### config.mk
export PLATFORM = sky130hd
export DESIGN_NAME = dma_capture_controller
export DESIGN_NICKNAME = d
export VERILOG_FILES = /design/src/rtl/dma_capture_controller.sv
export SDC_FILE = /design/constraint.sdc
export NUM_CORES = 2
export LEC_CHECK = 0
export ABC_AREA = 1
export BUFFER_PORTS_ARGS = -buffer_cell sky130_fd_sc_hd__buf_2
export CELL_PAD_IN_SITES_DETAIL_PLACEMENT = 1
export CELL_PAD_IN_SITES_GLOBAL_PLACEMENT = 1
export CORE_MARGIN = 2
export CORE_UTILIZATION = 30
export CTS_CLUSTER_DIAMETER = 40
export DETAILED_ROUTE_END_ITERATION = 8
export PLACE_DENSITY_LB_ADDON = 0.1
export SLEW_MARGIN = 30
export SYNTH_ARGS = -nofsm -noshare
export SYNTH_HDL_FRONTEND = slang
export SYNTH_SLANG_ARGS = --single-unit
### constraint.sdc
create_clock -name clk -period 4.4 [get_ports clk]
set_clock_uncertainty 0.1 [all_clocks]
set_input_delay 0.44 -clock clk [delete_from_list [all_inputs] [get_ports clk]]
set_output_delay 0.44 -clock clk [all_outputs]
set_load 0.005 [all_outputs]
### src/rtl/dma_capture_controller.sv
// Capture DMA: packs a 16-bit device stream into 32-bit words and writes them to memory as 16-beat AXI3 INCR bursts.
// Optional feature macro DMA_CAPTURE_BRESP_CHECK_EN: latch non-OKAY write responses on dma_err.
module dma_capture_controller #(
  parameter int FIFO_DEPTH = 64,
  parameter int AXI_ID     = 3
) (
  input  logic        clk,
  input  logic        resetn,
  output logic        irq,
  input  logic        dma_start_en,
  input  logic [31:0] dma_address,
  input  logic [31:0] dma_length,
  input  logic        dma_iack,
  output logic        dma_err,
  input  logic        valid_dev,
  output logic        ready_dev,
  input  logic [15:0] data_dev,
  output logic [3:0]  awid,
  output logic [31:0] awaddr,
  output logic [3:0]  awlen,
  output logic [2:0]  awsize,
  output logic [1:0]  awburst,
  output logic [1:0]  awlock,
  output logic [3:0]  awcache,
  output logic [2:0]  awprot,
  output logic        awvalid,
  input  logic        awready,
  output logic [3:0]  wid,
  output logic [31:0] wdata,
  output logic [3:0]  wstrb,
  output logic        wlast,
  output logic        wvalid,
  input  logic        wready,
  input  logic [3:0]  bid,
  input  logic [1:0]  bresp,
  input  logic        bvalid,
  output logic        bready
);

  localparam int PW = $clog2(FIFO_DEPTH);
  localparam int CW = PW + 1;

  typedef enum logic [1:0] {S_IDLE, S_AW, S_W, S_B} state_e;

  state_e      state_q;
  logic        busy_q, irq_q, half_q, awvalid_q, bready_q;
  logic [31:0] addr_q, in_rest_q, out_rest_q, awaddr_q;
  logic [15:0] pack_q;
  logic [PW-1:0] wr_q, rd_q;
  logic [CW-1:0] count_q, count_d;
  logic [3:0]  beat_q;
  logic [31:0] mem_q [FIFO_DEPTH];

  logic start_ok, accept, push, pop, b_hs;

  assign awid    = 4'(AXI_ID);
  assign wid     = 4'(AXI_ID);
  assign awlen   = 4'hF;
  assign awsize  = 3'd2;
  assign awburst = 2'b01;
  assign awlock  = 2'b00;
  assign awcache = 4'h0;
  assign awprot  = 3'd0;
  assign wstrb   = 4'hF;
  assign awvalid = awvalid_q;
  assign awaddr  = awaddr_q;
  assign bready  = bready_q;
  assign irq     = irq_q;

  // A start is only taken when fully idle, i.e. also after the previous irq has been acknowledged.
  always_comb begin
    start_ok  = dma_start_en && !busy_q && !irq_q;
    ready_dev = busy_q && (in_rest_q != 32'd0) && (count_q < CW'(FIFO_DEPTH));
    accept    = valid_dev && ready_dev;
    push      = accept && half_q;
    wvalid    = (state_q == S_W) && (count_q != '0);
    pop       = wvalid && wready;
    wdata     = wvalid ? mem_q[rd_q] : 32'd0;
    wlast     = (state_q == S_W) && (beat_q == 4'hF);
    b_hs      = bready_q && bvalid;
    count_d   = count_q + CW'(push) - CW'(pop);
  end

  always_ff @(posedge clk) begin
    if (push) mem_q[wr_q] <= {data_dev, pack_q};
  end

  always_ff @(posedge clk) begin
    if (!resetn) begin
      state_q    <= S_IDLE;
      busy_q     <= 1'b0;
      irq_q      <= 1'b0;
      half_q     <= 1'b0;
      awvalid_q  <= 1'b0;
      bready_q   <= 1'b0;
      addr_q     <= '0;
      in_rest_q  <= '0;
      out_rest_q <= '0;
      awaddr_q   <= '0;
      pack_q     <= '0;
      wr_q       <= '0;
      rd_q       <= '0;
      count_q    <= '0;
      beat_q     <= '0;
    end else begin
      if (accept) begin
        in_rest_q <= in_rest_q - 32'd2;
        half_q    <= !half_q;
        if (!half_q) pack_q <= data_dev;
      end
      if (push) wr_q <= wr_q + PW'(1);
      if (pop)  rd_q <= rd_q + PW'(1);
      count_q <= count_d;

      if (dma_iack && irq_q) irq_q <= 1'b0;

      // A zero-length request completes immediately without ever becoming busy.
      if (start_ok) begin
        addr_q     <= dma_address;
        in_rest_q  <= dma_length;
        out_rest_q <= dma_length;
        half_q     <= 1'b0;
        if (dma_length == 32'd0) irq_q <= 1'b1;
        else busy_q <= 1'b1;
      end

      case (state_q)
        S_IDLE: begin
          if (busy_q && (out_rest_q != 32'd0) && (count_q >= CW'(16))) begin
            state_q   <= S_AW;
            awvalid_q <= 1'b1;
            awaddr_q  <= addr_q;
          end
        end
        S_AW: begin
          if (awready) begin
            awvalid_q  <= 1'b0;
            addr_q     <= addr_q + 32'd64;
            out_rest_q <= out_rest_q - 32'd64;
            beat_q     <= '0;
            state_q    <= S_W;
          end
        end
        S_W: begin
          if (pop) begin
            beat_q <= beat_q + 4'd1;
            if (beat_q == 4'hF) begin
              state_q  <= S_B;
              bready_q <= 1'b1;
            end
          end
        end
        S_B: begin
          if (bvalid) begin
            bready_q <= 1'b0;
            state_q  <= S_IDLE;
            if (out_rest_q == 32'd0) begin
              busy_q <= 1'b0;
              irq_q  <= 1'b1;
            end
          end
        end
        default: state_q <= S_IDLE;
      endcase
    end
  end

`ifdef DMA_CAPTURE_BRESP_CHECK_EN
  logic err_q;
  logic unused_bits;
  assign unused_bits = ^bid;
  assign dma_err     = err_q;

  // Sticky until the next accepted start so software can inspect it after the irq.
  always_ff @(posedge clk) begin
    if (!resetn) begin
      err_q <= 1'b0;
    end else if (start_ok) begin
      err_q <= 1'b0;
    end else if (b_hs && (bresp != 2'b00)) begin
      err_q <= 1'b1;
    end
  end
`else
  logic unused_bits;
  assign unused_bits = ^{bid, bresp, b_hs};
  assign dma_err     = 1'b0;
`endif

endmodule

# Word-level counts from Yosys, hierarchy flattened
# Memory sizes are Yosys's and may differ from the RTL's. A register that Yosys moved wholly into a read port is not among the register bits.
# Cells that the tools add are included.
# word_totals
ff_bits,174
mem_bits_rw,2048
inputBits,94
out_inout_bits,101
elab_cells,109
n_memories,1
# op_classes
add_sub_neg,8
magnitude_cmp,2
n_eq_ne,9
muxes,40
n_bitwise,2
reduce_logical,32
# mem_list
memory,depth,width,read_ports,rd_clocked_by_memory_dff,write_ports,line_no,text
mem_q,64,32,1,1,1,52,logic [31:0] mem_q [FIFO_DEPTH];
# ops
op,n
$mux W32,9
$logic_not A32 Y1,2
$reduce_bool A32 Y1,2
$add A32 B7 Y32 const B,1
$sub A32 B2 Y32 const B,1
$sub A32 B7 Y32 const B,1
$mux W1,18
$add A6 B1 Y6 const B,2
$logic_and A1 B1 Y1,12
$mux W6,2
$mux W2,5
$mux W4,2
$ne A2 B2 Y1 const B,4
$pmux W2 S4,1
$pmux W4 S2,1
$reduce_bool A2 Y1,4
$add A7 B1 Y7,1
$ge A7 B5 Y1 const B,1
$lt A7 B7 Y1 const B,1
$reduce_bool A7 Y1,1
$sub A7 B1 Y7,1
$reduce_and A3 Y1,2
$reduce_and A5 Y1,1
$add A4 B1 Y4 const B,1
11 further kinds,17

# Longest topological paths before layout
# depth
ltp_word,7
depth_mapped,18
mapped_depth_nobuf,18

# Worst setup path before layout
# Ideal clock, no wire load.
# synth_timing
path_type,reg-to-reg
from,register in_rest_q[10]
to,memory mem_q[0][0] (enable)
setup_ns,0.421
arrival_ns,2.712
t_required_ns,3.879
slack_ns,1.167
path_stages_with_launch,11
path_buffers,0
period_less_slack_ns,3.233
path_cell_list,dfxtp_1 nor2_1 nand2_1 nor2_2 nand2_1 nor2_4 nor2_8 nand3_4 nor2_8 nand2_4 nor2_1
# synth_between
elab_chain_len,7
# synth_rtl
element,line_no,text
start: declaration,47,"logic [31:0] addr_q, in_rest_q, out_rest_q, awaddr_q;"
start signal: assignment,107,in_rest_q <= in_rest_q - 32'd2;
start signal: assignment,120,in_rest_q <= dma_length;
$reduce_bool A32 Y1,73,ready_dev = busy_q && (in_rest_q != 32'd0) && (count_q < CW'(FIFO_DEPTH));
$logic_and A1 B1 Y1 (2 in a row),73,
via ready_dev,16,"output logic ready_dev,"
$logic_and A1 B1 Y1,74,accept = valid_dev && ready_dev;
$logic_and A1 B1 Y1,75,push = accept && half_q;
$mux W1,85,"if (push) mem_q[wr_q] <= {data_dev, pack_q};"
$mux W1 (not written as such),85,
end: declaration,52,
# The timed path passes the listed nets, and every way through them passes these cells.

==> out/metrics.cfg <==
[run_status]
run_status = finished clean

[synth]
yosys.area_share.simple = 0.2326
yosysMostFrequentCell = nand2_1
async_reset_ff_frac = 0
synthFlopType = edfxtp_1
ys_top_cells_by_count = 2626 x nand2_1, 2048 x edfxtp_1, 1903 x nand3_1
synth_fa_ha_area_frac = 0.003200
ys_top_cells_by_area = edfxtp_1 67%, nand2_1 11%, nand3_1 10%, dfxtp_1 3.9%, buf_2 1.5%
synth.ff_latch_count = 2228
synth_top_family_by_area = simple AND/OR/NAND/NOR gates
synth_compound_area_frac = 0.02066
avgSynthCellArea_um2 = 11.07
synth_top_area_frac = 0.6664
ys_types = 52
synthXorXnorAreaFrac = 0.002847
netlist_instances = 8335
yosysSeqAreaShare = 0.7055
yosysWarningCount = 0
synth_mux_area_frac = 0
syn_area_um2 = 92280
synth_edf_count = 2048
synth_largest_area_cell = edfxtp_1

[pwr]
leakage_nw = 41.39
power_frac_comb = 0.118
peakVddDrop_uv = 320.4
sw_frac_of_total = 0.2671
p_sw_mw = 17.45
seqPwrFrac = 0.362
power_per_cell_area_nw_per_um2 = 567.7
pwr-share-clk = 0.519
p_int_mw = 47.89
power_mw = 65.34

[floorplan]
dieArea_um2 = 312100
io_pins = 195
num_rows = 203
coreArea_um2 = 306100
initial_core_util = 0.3015
die_y_um = 558.6
die_w_um = 558.6

[layout]
regArea_um2 = 65160
final_nets = 8854
synthToLayoutAreaGrowth_pct = 24.72
drive_gt1_frac = 0.1367
filler_cell_count = 32727
multi_input_area_um2 = 24560

[placement]
portBuffers = 157
gp_congestion = 0.7511
hpwl_um = 174200
pre_cts_ws_ps = 826.4

[grt]
grt_pass1_wl_um = 467200
antenna_found_initial = 10
grt.total_usage = 0.2018
grt-ovfl-total = 0
grt_max_degree = 121
met1_usage = 0.2722
busiest_layer = met2
met3_usage = 0.02835
use_met2 = 0.3408
grt_pass1_vias = 68634

[worst_setup_path]
ff2ff_setup_slack_ps = 950
crit_path_top_delay_cell = dfxtp_4
cp_max_fo = 96
timing.rr.end = count_q[6]$_SDFF_PN0_
rr_startpoint = state_q[0]$_SDFFE_PN0P_
cp-start-kind = flop
cp_data_required_time_ps = 3860
critical_path_arrival_ps = 3690
path_cells = buf_4, buf_12, nand2_1, nand3_1, nand3_1, nand2_1, nand2_1, a21oi_1, nor2_1, nor2_1, buf_2
crit_type = reg2out
critPathMaxStageDelay_ps = 500
cp.buffers_inverters = 3
cpLargestDelayFamily = simple AND/OR/NAND/NOR gates
cpMostUsedCell = nand2_1
worstSetupEndpointType = output port
ff2ff_path_depth = 16

[route]
postRouteAntennaNets = 0
via_per_inst = 4.946
wl_per_cell_um = 24.07
vias = 65377
first_pass_iters = 7
drt_iter0_markers = 3763
drc = 0
finalWirelength_um = 318200

[clock_network]
clock-root-buffer = clkbuf_16
numCtsBuffers = 436
tritoncts = built
clkSinkCount = 2228
clock_latency_ps = 950
clockBufferDepth = 4
h-tree-depth = 5
clkTransAtPathRegs_ps = 50

[timing]
finalHoldViolCount = 0
fin_crit_ps = 4234
tns_ps = 0
max_freq_mhz = 236.2
rsz0062_at_grt = true
relSlewSlack = 0.3693
period_share = 0.9624
maxSlewViolCount = 0
setup_viol = 0
setup_slack_ps = 165.6
whs_ps = 83.44
tightestPinTransition_ps = 943.5

[min_path]
hold_depth = 2
hp-class = in2reg
hp-start = data_dev[5]
hold-path-endpoint = mem_q[1][21]$_DFFE_PP_

[job]
cap_violations = 0

-- worst max path at each step --
stage | endpoint | slack [ps] | depth (start not counted) | start
2_1_floorplan | mem_q[0][0]$_DFFE_PP_ | 1170 | 10 | in_rest_q[10]$_SDFFE_PN0P_
3_3_place_gp | wdata[14] | 820 | 10 | flop
3_5_place_dp | wdata[14] | 830 | 10 | flop
4_1_cts | wdata[10] | 10 | 9 | flop
5_1_grt | wdata[21] | -10 | 13 | flop
6_report | wdata[8] | 170 | 11 | flop
-- sequential cells by signal, indices dropped and copies added (netlist names), 7 cells and up, named ones only --
name	count
pack_q	16
awaddr	32
out_rest_q	32
addr_q	32
in_rest_q	32
count_q	7
mem_q	2048
-- per-stage QoR --
stage / instances / area [µm²] / util
after global routing: 13214 / 115100 / 0.3760
after floorplan: 8364 / 92390 / -
after detailed placement: 12302 / 98860 / 0.3230
final: 13218 / 115100 / 0.3760
after CTS: 13212 / 115000 / 0.3758
after global placement: 12302 / 98840 / 0.3229
-- cell type report --
| type | count | share of cell area |
|---|---|---|
| timing repair buffer | 483 | 0.03824 |
| antenna | 5 | 0.0001087 |
| inverter | 168 | 0.005903 |
| clock inverter | 321 | 0.03302 |
| clock buffer | 493 | 0.09856 |
| tap | 4100 | 0.04457 |
| sequential | 2228 | 0.5661 |
| multi-input combinational | 5419 | 0.2134 |
| timing repair inverter | 1 | 0.00009784 |
-- what timing repair did --
| item | in CTS | in global routing |
|---|---|---|
| endpoints found under the hold margin | 400 | 0 |
| endpoints found under the setup margin | 27 | 6 |
| hold buffers | 84 | 0 |
| resized for setup | 4 | 8 |
| cloned | 3 | 1 |
| buffers inserted | 9 | 0 |
-- kinds of logic after synthesis --
kind of cell / Yosys count
other: 2
AND/OR/NAND/NOR: 4979
adder cells (fa/ha/maj): 23
flip-flops: 2228
buffers and inverters: 717
XOR/XNOR: 30
AO/OA/AOI/OAI: 356
-- worst register-to-register path: stages (launching register included) --
cell and delay [ps]:
dfxtp_1 340, inv_1 100, ha_1 380, nand2_2 130, buf_4 230, nor2_1 330
ha_1 310, inv_1 60, ha_1 160, inv_1 60, fa_1 430, nand3b_1 180
nand2_1 110, a21oi_1 80, o21bai_1 160, o21ai_0 100, a21oi_1 130
-- power by group through the flow --
stage,combinational [mW],clock (mW),sequential (mW)
CTS,7.87,34.7,23.7
detailed placement,7.67,0,24.1
global placement,7.53,0,24.1
floorplan,4.76,0,24.0
finish,7.73,33.9,23.7
global route,8.71,35.6,23.7
-- metal layers --
metal	share of wire	wire length [µm]
met1	0.46	145700
met2	0.48	153500
met3	0.039	12410
met4	0.021	6632
met5	0.000022	7
-- layout by cell type, fill, tap and decap left out, types with 51 or more instances in the layout --
cell type         n
nand3_1        1902
clkinvlp_4       51
clkbuf_16       444
dfxtp_1         158
nor2_4           67
dlygate4sd3_1    84
nor2_1          271
buf_4           174
buf_12           63
clkinv_2         85
a21oi_1         169
edfxtp_1       2048
inv_1           157
bufinv_16        64
o21ai_0         124
buf_2           154
nand2_1        2625
clkinv_1         63
No activity file was read; power rests on OpenSTA's default activity.
